## config.mk

```make
export PLATFORM = sky130hd
export DESIGN_NAME = exe_div
export DESIGN_NICKNAME = d
export VERILOG_FILES = /design/src/rtl/exe_div.sv
export SDC_FILE = /design/constraint.sdc
export NUM_CORES = 1
export LEC_CHECK = 0
export CAP_MARGIN = 20
export CORE_MARGIN = 5
export CORE_UTILIZATION = 45
export DETAILED_ROUTE_END_ITERATION = 10
export HOLD_SLACK_MARGIN = 0.05
export PLACE_DENSITY = 0.76
export SLEW_MARGIN = 20
export SYNTH_ARGS = -nofsm -noshare
export SYNTH_HDL_FRONTEND = slang
export SYNTH_SLANG_ARGS = --single-unit
```

## constraint.sdc

```tcl
create_clock -name clk_i -period 6.3 [get_ports clk_i]
set_clock_uncertainty 0.1 [all_clocks]
set_input_delay 1.575 -clock clk_i [delete_from_list [all_inputs] [get_ports clk_i]]
set_output_delay 1.575 -clock clk_i [all_outputs]
set_load 0.05 [all_outputs]
```

## src/rtl/exe_div.sv

```systemverilog
`default_nettype none
// ============================================================================
// Module   : exe_div
// Purpose  : Iterative RV32M divide unit (DIV/DIVU/REM/REMU) in the execute
//            stage. Restoring radix-2 division, one quotient bit per cycle.
//            The unit requests a pipeline stall while it works and emits a
//            one-cycle writeback strobe with the result.
// Ports    : clk_i           clock
//            rst_i           synchronous active-high reset
//            inst_i          instruction held in ID/EXE
//            op1_i / op2_i   dividend (rs1) / divisor (rs2)
//            reg_waddr_i     destination register from ID/EXE
//            flush_jump_i    pipeline flush; aborts any operation
//            stall_req_o     stall request to ctrl (issue cycle and BUSY)
//            busy_o          unit not idle
//            result_o        quotient or remainder (valid with strobe)
//            result_valid_o  one-cycle result strobe
//            reg_we_o        register write enable (same as result_valid_o)
//            reg_waddr_o     destination register captured at issue
// Options  : DIV_EARLY_TERM_EN - when defined, operands with |op1| < |op2|
//            (nonzero divisor) finish in one cycle with quotient 0.
// Revision : 1.0 - initial release
// ============================================================================
module exe_div #(
    parameter int XLEN  = 32,
    parameter int CNT_W = 6
) (
    input  logic            clk_i,
    input  logic            rst_i,
    input  logic [31:0]     inst_i,
    input  logic [XLEN-1:0] op1_i,
    input  logic [XLEN-1:0] op2_i,
    input  logic [4:0]      reg_waddr_i,
    input  logic            flush_jump_i,
    output logic            stall_req_o,
    output logic            busy_o,
    output logic [XLEN-1:0] result_o,
    output logic            result_valid_o,
    output logic            reg_we_o,
    output logic [4:0]      reg_waddr_o
);

    // ------------------------------------------------------------------
    // Constants
    // ------------------------------------------------------------------
    localparam logic [1:0]      c_IDLE   = 2'd0;
    localparam logic [1:0]      c_BUSY   = 2'd1;
    localparam logic [1:0]      c_DONE   = 2'd2;

    localparam logic [6:0]      c_OPCODE = 7'b0110011;
    localparam logic [6:0]      c_FUNCT7 = 7'b0000001;

    localparam logic [CNT_W-1:0] c_ITER  = CNT_W'(XLEN);
    localparam logic [CNT_W-1:0] c_ONE   = CNT_W'(1);

    localparam logic [XLEN-1:0] c_ZERO   = '0;
    localparam logic [XLEN-1:0] c_ONES   = '1;
    localparam logic [XLEN-1:0] c_MIN    = {1'b1, {(XLEN-1){1'b0}}};

    // ------------------------------------------------------------------
    // State and datapath registers
    // ------------------------------------------------------------------
    logic [1:0]       r_state;
    logic [1:0]       w_state_next;
    logic [1:0]       r_fn;        // {rem_select, unsigned} = funct3[1:0]
    logic [4:0]       r_waddr;
    logic [XLEN-1:0]  r_quot;      // dividend shifts out, quotient shifts in
    logic [XLEN-1:0]  r_rem;
    logic [XLEN-1:0]  r_divisor;
    logic [CNT_W-1:0] r_count;
    logic             r_q_neg;
    logic             r_r_neg;
    logic             r_special;   // result preloaded, skip sign correction
    logic [XLEN-1:0]  r_result;

    // ------------------------------------------------------------------
    // Decode and start
    // ------------------------------------------------------------------
    logic            w_is_div;
    logic            w_start;
    logic            w_signed;
    logic            w_s1;
    logic            w_s2;
    logic [XLEN-1:0] w_abs1;
    logic [XLEN-1:0] w_abs2;
    logic            w_div0;
    logic            w_ovf;
    logic            w_early;
    logic            w_special;

    assign w_is_div = (inst_i[6:0] == c_OPCODE) &&
                      (inst_i[31:25] == c_FUNCT7) &&
                      inst_i[14];
    assign w_start  = w_is_div && (r_state == c_IDLE) && !flush_jump_i && !rst_i;

    // funct3[0] clear selects the signed variants (DIV/REM)
    assign w_signed = !inst_i[12];
    assign w_s1     = w_signed && op1_i[XLEN-1];
    assign w_s2     = w_signed && op2_i[XLEN-1];
    assign w_abs1   = w_s1 ? (c_ZERO - op1_i) : op1_i;
    assign w_abs2   = w_s2 ? (c_ZERO - op2_i) : op2_i;

    assign w_div0   = (op2_i == c_ZERO);
    assign w_ovf    = w_signed && (op1_i == c_MIN) && (op2_i == c_ONES);

`ifdef DIV_EARLY_TERM_EN
    assign w_early  = (w_abs1 < w_abs2) && !w_div0;
`else
    assign w_early  = 1'b0;
`endif

    assign w_special = w_div0 || w_ovf || w_early;

    // ------------------------------------------------------------------
    // One restoring step. The shifted remainder needs XLEN+1 bits for the
    // compare; when the subtraction is taken the difference is below the
    // divisor, so the low XLEN bits of a modular subtract are exact.
    // ------------------------------------------------------------------
    logic [XLEN:0]   w_rem_sh;
    logic            w_ge;
    logic [XLEN-1:0] w_rem_diff;
    logic [XLEN-1:0] w_rem_next;
    logic [XLEN-1:0] w_quot_next;

    assign w_rem_sh    = {r_rem, r_quot[XLEN-1]};
    assign w_ge        = (w_rem_sh >= {1'b0, r_divisor});
    assign w_rem_diff  = w_rem_sh[XLEN-1:0] - r_divisor;
    assign w_rem_next  = w_ge ? w_rem_diff : w_rem_sh[XLEN-1:0];
    assign w_quot_next = {r_quot[XLEN-2:0], w_ge};

    // ------------------------------------------------------------------
    // Sign correction and result select (applied in DONE)
    // ------------------------------------------------------------------
    logic [XLEN-1:0] w_quot_fix;
    logic [XLEN-1:0] w_rem_fix;
    logic [XLEN-1:0] w_final;
    logic            w_valid;

    assign w_quot_fix = (r_q_neg && !r_special) ? (c_ZERO - r_quot) : r_quot;
    assign w_rem_fix  = (r_r_neg && !r_special) ? (c_ZERO - r_rem)  : r_rem;
    assign w_final    = r_fn[1] ? w_rem_fix : w_quot_fix;

    // A flush in DONE cancels the writeback
    assign w_valid    = (r_state == c_DONE) && !flush_jump_i && !rst_i;

    // ------------------------------------------------------------------
    // Next-state logic
    // ------------------------------------------------------------------
    always_comb begin
        w_state_next = r_state;
        case (r_state)
            c_IDLE: begin
                if (w_start) begin
                    w_state_next = w_special ? c_DONE : c_BUSY;
                end
            end
            c_BUSY: begin
                if (r_count == c_ONE) begin
                    w_state_next = c_DONE;
                end
            end
            c_DONE: begin
                // Always return to IDLE; never restarts on the same inst
                w_state_next = c_IDLE;
            end
            default: begin
                w_state_next = c_IDLE;
            end
        endcase
        if (flush_jump_i) begin
            w_state_next = c_IDLE;
        end
    end

    // ------------------------------------------------------------------
    // State register and datapath
    // ------------------------------------------------------------------
    always_ff @(posedge clk_i) begin
        if (rst_i) begin
            r_state   <= c_IDLE;
            r_fn      <= 2'b00;
            r_waddr   <= 5'd0;
            r_quot    <= c_ZERO;
            r_rem     <= c_ZERO;
            r_divisor <= c_ZERO;
            r_count   <= '0;
            r_q_neg   <= 1'b0;
            r_r_neg   <= 1'b0;
            r_special <= 1'b0;
            r_result  <= c_ZERO;
        end else begin
            r_state <= w_state_next;

            if (w_start) begin
                r_fn      <= inst_i[13:12];
                r_waddr   <= reg_waddr_i;
                r_divisor <= w_abs2;
                r_count   <= c_ITER;
                r_q_neg   <= w_s1 ^ w_s2;
                r_r_neg   <= w_s1;
                r_special <= w_special;
                // Special cases preload the final quotient/remainder
                if (w_div0) begin
                    r_quot <= c_ONES;
                    r_rem  <= op1_i;
                end else if (w_ovf) begin
                    r_quot <= c_MIN;
                    r_rem  <= c_ZERO;
                end else if (w_early) begin
                    r_quot <= c_ZERO;
                    r_rem  <= op1_i;
                end else begin
                    r_quot <= w_abs1;
                    r_rem  <= c_ZERO;
                end
            end else if (r_state == c_BUSY) begin
                r_quot  <= w_quot_next;
                r_rem   <= w_rem_next;
                r_count <= r_count - c_ONE;
            end

            if (w_valid) begin
                r_result <= w_final;
            end
        end
    end

    // ------------------------------------------------------------------
    // Outputs
    // ------------------------------------------------------------------
    assign stall_req_o    = !rst_i && !flush_jump_i &&
                            (w_start || (r_state == c_BUSY));
    assign busy_o         = (r_state != c_IDLE);
    assign result_o       = w_valid ? w_final : r_result;
    assign result_valid_o = w_valid;
    assign reg_we_o       = w_valid;
    assign reg_waddr_o    = r_waddr;

endmodule
`default_nettype wire
```

; ---- After elaboration in Yosys (flattened, before gate mapping)
; Cells that the tools add are included.
[word_totals]
reg_bits = 146
in_bits = 104
[op_classes]
n_addsub = 6
magnitude_cmp = 1
n_eq_ne = 9
muxes = 20
n_bitwise = 1
n_reduce_logical = 28
[ops]
columns = op, count
row1 = 32-bit 2-to-1 mux, 14
row2 = "1-bit by 32-bit subtractor with 32-bit output, first input constant", 4
row3 = "32-bit == test, second input constant", 2
row4 = 33-bit by 32-bit >= comparator with 1-bit output, 1
row5 = 32-bit logical NOT, 1
row6 = 32-bit subtractor, 1
row7 = 1-bit logical AND, 15
row8 = 6-bit 2-to-1 mux, 2
row9 = "7-bit by 1-bit == test with 1-bit output, second input constant", 1
row10 = "7-bit by 6-bit == test with 1-bit output, second input constant", 1
row11 = "6-bit by 1-bit == test with 1-bit output, second input constant", 1
row12 = 2-bit 2-to-1 mux, 3
row13 = "6-bit by 1-bit subtractor with 6-bit output, second input constant", 1
row14 = 1-bit logical NOT, 4
row15 = "2-bit inequality test, second input constant", 2
row16 = 2-bit one-hot mux with 2 select lines, 1
row17 = 2-bit nonzero test, 2
row18 = 2-bit OR reduction, 2
row19 = "2-bit by 1-bit == test with 1-bit output, second input constant", 1
row20 = "2-bit == test, second input constant", 1
row21 = 2-bit logical NOT, 1
row22 = 1-bit logical OR, 2
row23 = 2-bit AND reduction, 1
row24 = 1-bit bitwise XOR, 1

; ---- Logic depth before layout (Yosys ltp)
[depth]
depth_word = 8
depth_mapped = 13
depth_no_buf = 11

; ---- Least setup slack after synthesis
; No wires, ideal clock.
[synth_timing]
path_type = in2out
startpoint = input port inst_i[28]
endpoint = output port stall_req_o
t_arrival_ps = 3944
required_ps = 4625
setup_slack_ps = 681
path_stages = 7
path_buffers = 1
path_cell_list = nor4b_1 nand3_1 nand2b_1 nor2_1 nor2_1 clkbuf_1 nor3_1
[synth_between]
elab_chain_cells = 8
[synth_rtl]
columns = element, line
row1 = from (decl), 30  ; input logic [31:0] inst_i,
row2 = 7-bit by 1-bit == test with 1-bit output, 92  ; (inst_i[31:25] == c_FUNCT7) &&
row3 = 1-bit logical AND, 91  ; assign w_is_div = (inst_i[6:0] == c_OPCODE) &&
row4 = 1-bit logical AND, 92
row5 = 1-bit logical AND (3 in series), 94  ; assign w_start = w_is_div && (r_state == c_IDLE) && !flush_jump_i && !rst_i;
row6 = 1-bit logical OR, 232  ; (w_start || (r_state == c_BUSY));
row7 = 1-bit logical AND, 231  ; assign stall_req_o = !rst_i && !flush_jump_i &&
row8 = to (decl), 35  ; output logic stall_req_o,
; Every way passes these cells.

; ---- Final worst setup path
[layout_timing]
startpoint = input port flush_jump_i
endpoint = output port result_o[29]
[layout_between]
elab_chain_cells = 4
[layout_rtl]
columns = element, line
row1 = from (decl), 34  ; input logic flush_jump_i,
row2 = 1-bit logical NOT, 144  ; assign w_valid = (r_state == c_DONE) && !flush_jump_i && !rst_i;
row3 = 1-bit logical AND (2 in series), 144
row4 = 32-bit 2-to-1 mux, --
row5 = to (decl), 37  ; output logic [XLEN-1:0] result_o,
; Every way passes these cells.

==> impl_metrics.ini <==
[clocking]
postCtsSetupBuffers = 0
clock_sinks = 145
cts.path.max_buffers = 2
clk_latency_ps = 430
cts-root-buf = clkbuf_16
cts_resized = 0
ctsHoldBuffers = 0
cts_buffers = 17
path_clk_slew_ps = 60
cts_tree = yes
cts-htree-levels = 4

[timing]
max_slew.worst_pin.slew_ps = 1030
hold_violations = 0
slew_violations = 0
fin_crit_ps = 5580
setup_viol = 0
setup_tns_ps = 0
max_freq_ghz = 0.179
grt_setup_unrepaired = no
fin_crit_sh = 0.886
relSlewSlack = 0.305
setup_ws_ps = 720
hold_ws_ps = 352

[power_and_ir_drop]
p_seq_frac = 0.437
p_clk_frac = 0.480
p_sw_mw = 0.514
power_mw = 2.10
sw_frac_of_total = 0.245
p_int_mw = 1.58
peakVddDrop_mv = 0.180
p_per_area_nw_per_um2 = 155
p_comb_frac = 0.082
p_leak_nw = 5.12

[global_route]
first_global_vias = 10787
grtUsageMet3 = 0.0434
grt_max_degree = 76
antenna_found_initial = 0
gr-total-overflow = 0
met2_usage = 0.385
busiest_layer = met2
use_met1 = 0.335
grt_usage = 0.244
grt_pass1_wl_mm = 57.0

[floorplanning]
rows = 58
die_h_um = 169
core_region_area_um2 = 25000
die-area_um2 = 28500
start_util = 0.454
ioPinCount = 145
die_w_um = 169

[logic_synthesis]
synth_top_area_frac = 0.256
ys_warn_count = 0
syn_avg_cell_area_um2 = 7.38
async_reset_ff_frac = 0
yosysSeqAreaShare = 0.256
netlist_area_um2 = 11300
synth_edf_count = 0
synth_common_cells = 193 x nand2_1, 145 x dfxtp_1, 127 x nor2_1
synth.most_common_cell = nand2_1
syn-num-nets = 1680
ys_seq_elements = 145
synthDistinctLibCells = 82
syn_inst = 1536
synth_top_cells_by_area = dfxtp_1 26%, nand2_1 6.4%, a21oi_1 5.6%
synth_ff_type = dfxtp_1
yosysTopAreaCell = dfxtp_1

[drt]
totalWireLength_mm = 35.7
vias = 11475
drc = 0
drtAntennaViolNets = 0
post_drt_via_cell_ratio = 5.88
drt-initial-drc-count = 939
dr.pass1.iters = 6
wl_per_cell_um = 18.3

[place]
port_buffers = 129
dp_hpwl_mm = 27.4
place_ws_ps = 713
place.gp.congestion = 0.965
placedCellCount = 1919
place_area_um2 = 12900

[critical_path]
cp-end-kind = output port
cp_max_fo = 11
path_cells = clkdlybuf4s50_1 -> or4b_2 -> inv_2 -> nand2b_1 -> o221ai_1 -> buf_12
required_ps = 4620
worstSetupStartpointType = input pin
crit_buf_inv = 3
crit_arrival_ps = 3910
crit_family = simple AND/OR/NAND/NOR gates
crit_slowest_cell = or4b_2
critical_path_class = input pin to output port
crit_path_max_incr_delay_ps = 720

[worst_hold_path]
hold_path_class = flip-flop to flip-flop

[final_layout]
regArea_um2 = 2900
syn_to_final_growth_pct = 19.2
nFillCells = 2443
final_layout_size_suffix_gt1_frac = 0.0753
final_util = 0.542
multiInputGateArea_um2 = 7820
final_nets = 1752
diodes = 0
fin_cells = 1951
design_area_um2 = 13500

[flow_run]
cap_violations = 0

[run_status]
outcome = complete, no violations
[power groups by stage]
stage                     combinational, mW  clock [mW]  sequential [mW]
after CTS                             0.170        1.01            0.917
after global placement                0.168           0            0.937
final                                 0.172        1.01            0.917
after detailed placement              0.170           0            0.937
after floorplan                      0.0698           0            0.937
after global routing                  0.186        1.06            0.916
[worst reg2reg max path: cells and delay by family, from the launching register on]
kind                       cells  cell delay [ps]
muxes                          1              430
AOI/OAI and AO/OA              3              870
and+or+nand+nor                4             1590
adders and majority gates      1              300
DFF                            1              570
[flip-flops by register name, summed over array words and instances (netlist names)]
register and cells:
r_result 32, reg_waddr_o 5, r_fn 1, r_count 6, r_special 1, r_q_neg 1, r_quot 32, r_rem 32
r_r_neg 1, r_state 2, r_divisor 32
[cells by family (layout without fill, tap and decap cells)]
group / after synthesis / count (layout) / share of synthesized area
mux: 24 / 24 / 0.0218
flops: 145 / 145 / 0.256
xor+xnor: 135 / 135 / 0.104
fa+ha+maj: 40 / 40 / 0.0448
compound gates: 440 / 440 / 0.251
buf+inv: 161 / 246 / 0.0559
simple gates: 591 / 591 / 0.266
[layout make-up]
cell class	count	area share
multi-input combinational	1230	0.579
sequential	145	0.215
timing repair buffer	149	0.116
clock buffer	19	0.0320
tap	330	0.0305
inverter	65	0.0180
clock inverter	13	0.0103
[layer usage]
metal | up-vias | part of all wire
met3 | 67 | 0.077
met1 | 5279 | 0.44
met4 | 0 | 0.031
met5 | - | 0
li1 | 5694 | -
met2 | 435 | 0.45
[path summary, 6_finish.rpt]
path	from	end	slack [ps]	depth (start not counted)
worst max-delay path	flush_jump_i	result_o[29]	720	6
worst max register to register	r_rem[18]$_SDFFE_PP0P_	r_rem[0]$_SDFFE_PP0P_	2380	9
worst min register to register	r_divisor[16]$_SDFFE_PP0P_	r_divisor[16]$_SDFFE_PP0P_	350	2
worst min-delay path	r_divisor[16]$_SDFFE_PP0P_	r_divisor[16]$_SDFFE_PP0P_	350	2
[cells in the final DEF (no fill, tap or decap), types with 18 or more instances in the layout]
cell type	instances
o21ai_0	97
o31ai_1	22
clkdlybuf4s50_1	93
xnor2_1	71
and2_1	34
nand3_1	32
or3_1	27
a211oi_1	41
buf_4	39
nand4_1	18
nor4_1	20
nor3_1	40
a21oi_1	126
xor2_1	64
dfxtp_1	145
mux2i_1	18
inv_1	64
ha_1	39
a21o_1	21
nand2_1	193
a31oi_1	21
nor2_1	127
(Power assumes the default switching activity.)
==> RTL edit, RTL diff (same settings) <==
Set the parameter `CNT_W` to 3 (it was 6).
--- a/src/rtl/exe_div.sv
+++ b/src/rtl/exe_div.sv
@@ -23,7 +23,7 @@
 // ============================================================================
 module exe_div #(
     parameter int XLEN  = 32,
-    parameter int CNT_W = 6
+    parameter int CNT_W = 3
 ) (
     input  logic            clk_i,
     input  logic            rst_i,
Behaviour: same outputs for any inputs over 4 cycles, from zero or initial values and one cycle with rst_i high; that may be too few to reach the edited logic, so the function may still have changed.
==> RTL edit against the unedited design <==
Setup slack better by 0.053 ns; wire length fell by 4.2%; sequential cell count decreased by 3; design area is 4.1% lower; global-route usage rose by 0.69 points; core utilization is 1.2 points higher; total power is 2.3% higher; synthesized area decreased by 6.2%; sequential power down 2%.
==> RTL edit: results (changes against the unedited design) <==
[worst_setup_path]
crit_fanout = 8  ; was 11
cp_slowest_cell = or4b_2  ; unchanged
critical-path-max-stage-delay_ns = 0.72  ; about the same
cp.arrival_ns = 3.85  ; was 3.91 ns

[detailed_routing]
drt-pass1-iter-count = 5  ; was 6
vias = 11000  ; was 11500
wire_per_inst_um = 18.4  ; was 18.3 um
drtIter0Drc = 971  ; was 939

[synth]
yosysWarnings = 0  ; unchanged
synth_nets = 1605  ; was 1680
synth.area.top_cells = dfxtp_1, a21oi_1, xnor2_1  ; was dfxtp_1, nand2_1, a21oi_1
netlist_top_cells_count = nand2_1, a21oi_1, dfxtp_1  ; was nand2_1, dfxtp_1, nor2_1
synth-async-reset-ratio = 0  ; unchanged
synth.avg_cell_area_um2 = 7.28  ; was 7.38 um2
ys_seq_area_frac = 0.267  ; was 0.256
synth_cell_types = 67  ; was 82

[layout]
fin_nets = 1675  ; was 1752
antenna_cells = 0  ; unchanged
fillerInstances = 2240  ; was 2443
drive_above_1_share = 0.0719  ; was 0.0753

[global_route]
grtUsageTotal = 0.251  ; was 0.244
grt_pass1_vias = 10200  ; was 10800
grt_max_degree = 107  ; was 76
grt_pass1_wl_um = 54200  ; was 57000 um
antenna_found_initial = 0  ; unchanged

[cts]
insertion_delay_ns = 0.43  ; about the same
cts_setup_buffers = 0  ; unchanged
cts-resized-gates = 0  ; unchanged
ctsHtreeMaxLevel = 4  ; unchanged
ctsLongestPathBuffers = 2  ; unchanged
cts_root_buffer = clkbuf_16  ; unchanged
cts_buffers = 17  ; unchanged
clkTransAtPathRegs_ns = 0.06  ; about the same

[pwr]
p_leak_nw = 5.10  ; was 5.12 nW
ir_worst_vdd_mv = 0.156  ; was 0.180 mV

[placed_design]
dpl_worst_slack_ns = 0.807  ; was 0.713 ns
place.detailed.hpwl_um = 26300  ; was 27400 um
port_buffers = 129  ; unchanged
place.gp.congestion = 0.969  ; was 0.965

[timing]
tightest_slew_ns = 0.955  ; was 1.03 ns

[min_path]
worstHoldPathType = reg -> reg  ; unchanged

[outcome]
outcome = finished, final reports clean  ; unchanged

[RTL edit: changes by cell type in the layout (fill, tap and decap cells not counted), sizes merged, moves of 8 or more]
| cell | before | now |
|---|---|---|
| a221o | 4 | 14 |
| a21o | 21 | 11 |
| nor2 | 129 | 137 |
| xnor2 | 71 | 81 |
| a21oi | 126 | 143 |
| o21ai | 100 | 87 |
| nand2 | 193 | 178 |
| or3 | 29 | 12 |
| a221oi | 15 | 23 |
| mux2i | 18 | 10 |
[RTL edit: metrics by stage]
stage,instance area [um2],std cells
4_1_cts,13000,1862
3_3_place_gp,12300,1831
3_5_place_dp,12300,1831
5_1_grt,13000,1862
2_1_floorplan,10600,1461
6_report,13000,1862
[RTL edit: where the power goes]
group          internal, mW  leakage, nW  switching, mW
combinational        0.0830         3.65         0.0886
clock                 0.675        0.306          0.398
sequential            0.898         1.14      0.0000252
[RTL edit: worst paths after layout]
path / cells after the start / slack (ns) / to / startpoint
worst min register to register: 2 / 0.36 / reg_waddr_o[2]$_SDFFE_PP0P_ / reg_waddr_o[2]$_SDFFE_PP0P_
worst max register to register: 13 / 1.88 / r_rem[31]$_SDFFE_PP0P_ / r_quot[31]$_SDFFE_PP0P_
worst max-delay path: 6 / 0.77 / result_o[19] / flush_jump_i
worst min-delay path: 2 / 0.36 / reg_waddr_o[2]$_SDFFE_PP0P_ / reg_waddr_o[2]$_SDFFE_PP0P_
[RTL edit: logic make-up (layout without fill, tap and decap cells)]
logic type,after synthesis,after routing,share of synthesized area
xor gates and xnor gates,141,141,0.116
AOI/OAI and AO/OA,427,427,0.260
muxes,10,10,0.00941
adders and majority gates,40,40,0.0478
buffers and inverters,162,244,0.0586
DFF,142,142,0.267
and+or+nand+nor,539,539,0.241
[RTL edit: layout make-up]
cell class | count | share of cell area
inverter | 61 | 0.0177
sequential | 142 | 0.219
clock inverter | 8 | 0.00994
multi-input combinational | 1157 | 0.555
clock buffer | 23 | 0.0384
timing repair buffer | 152 | 0.129
tap | 319 | 0.0308
[RTL edit: critical path, delay by kind of cell]
family / cells / cell delay, ns
simple gates: 2 / 0.95
buf+inv: 3 / 0.91
compound gates: 1 / 0.40
[RTL edit: layer usage]
layer	GRT usage	share of wire
met1	0.331	0.44
met2	0.424	0.46
met3	0.0364	0.069
met4	0.0797	0.027
met5	0	0
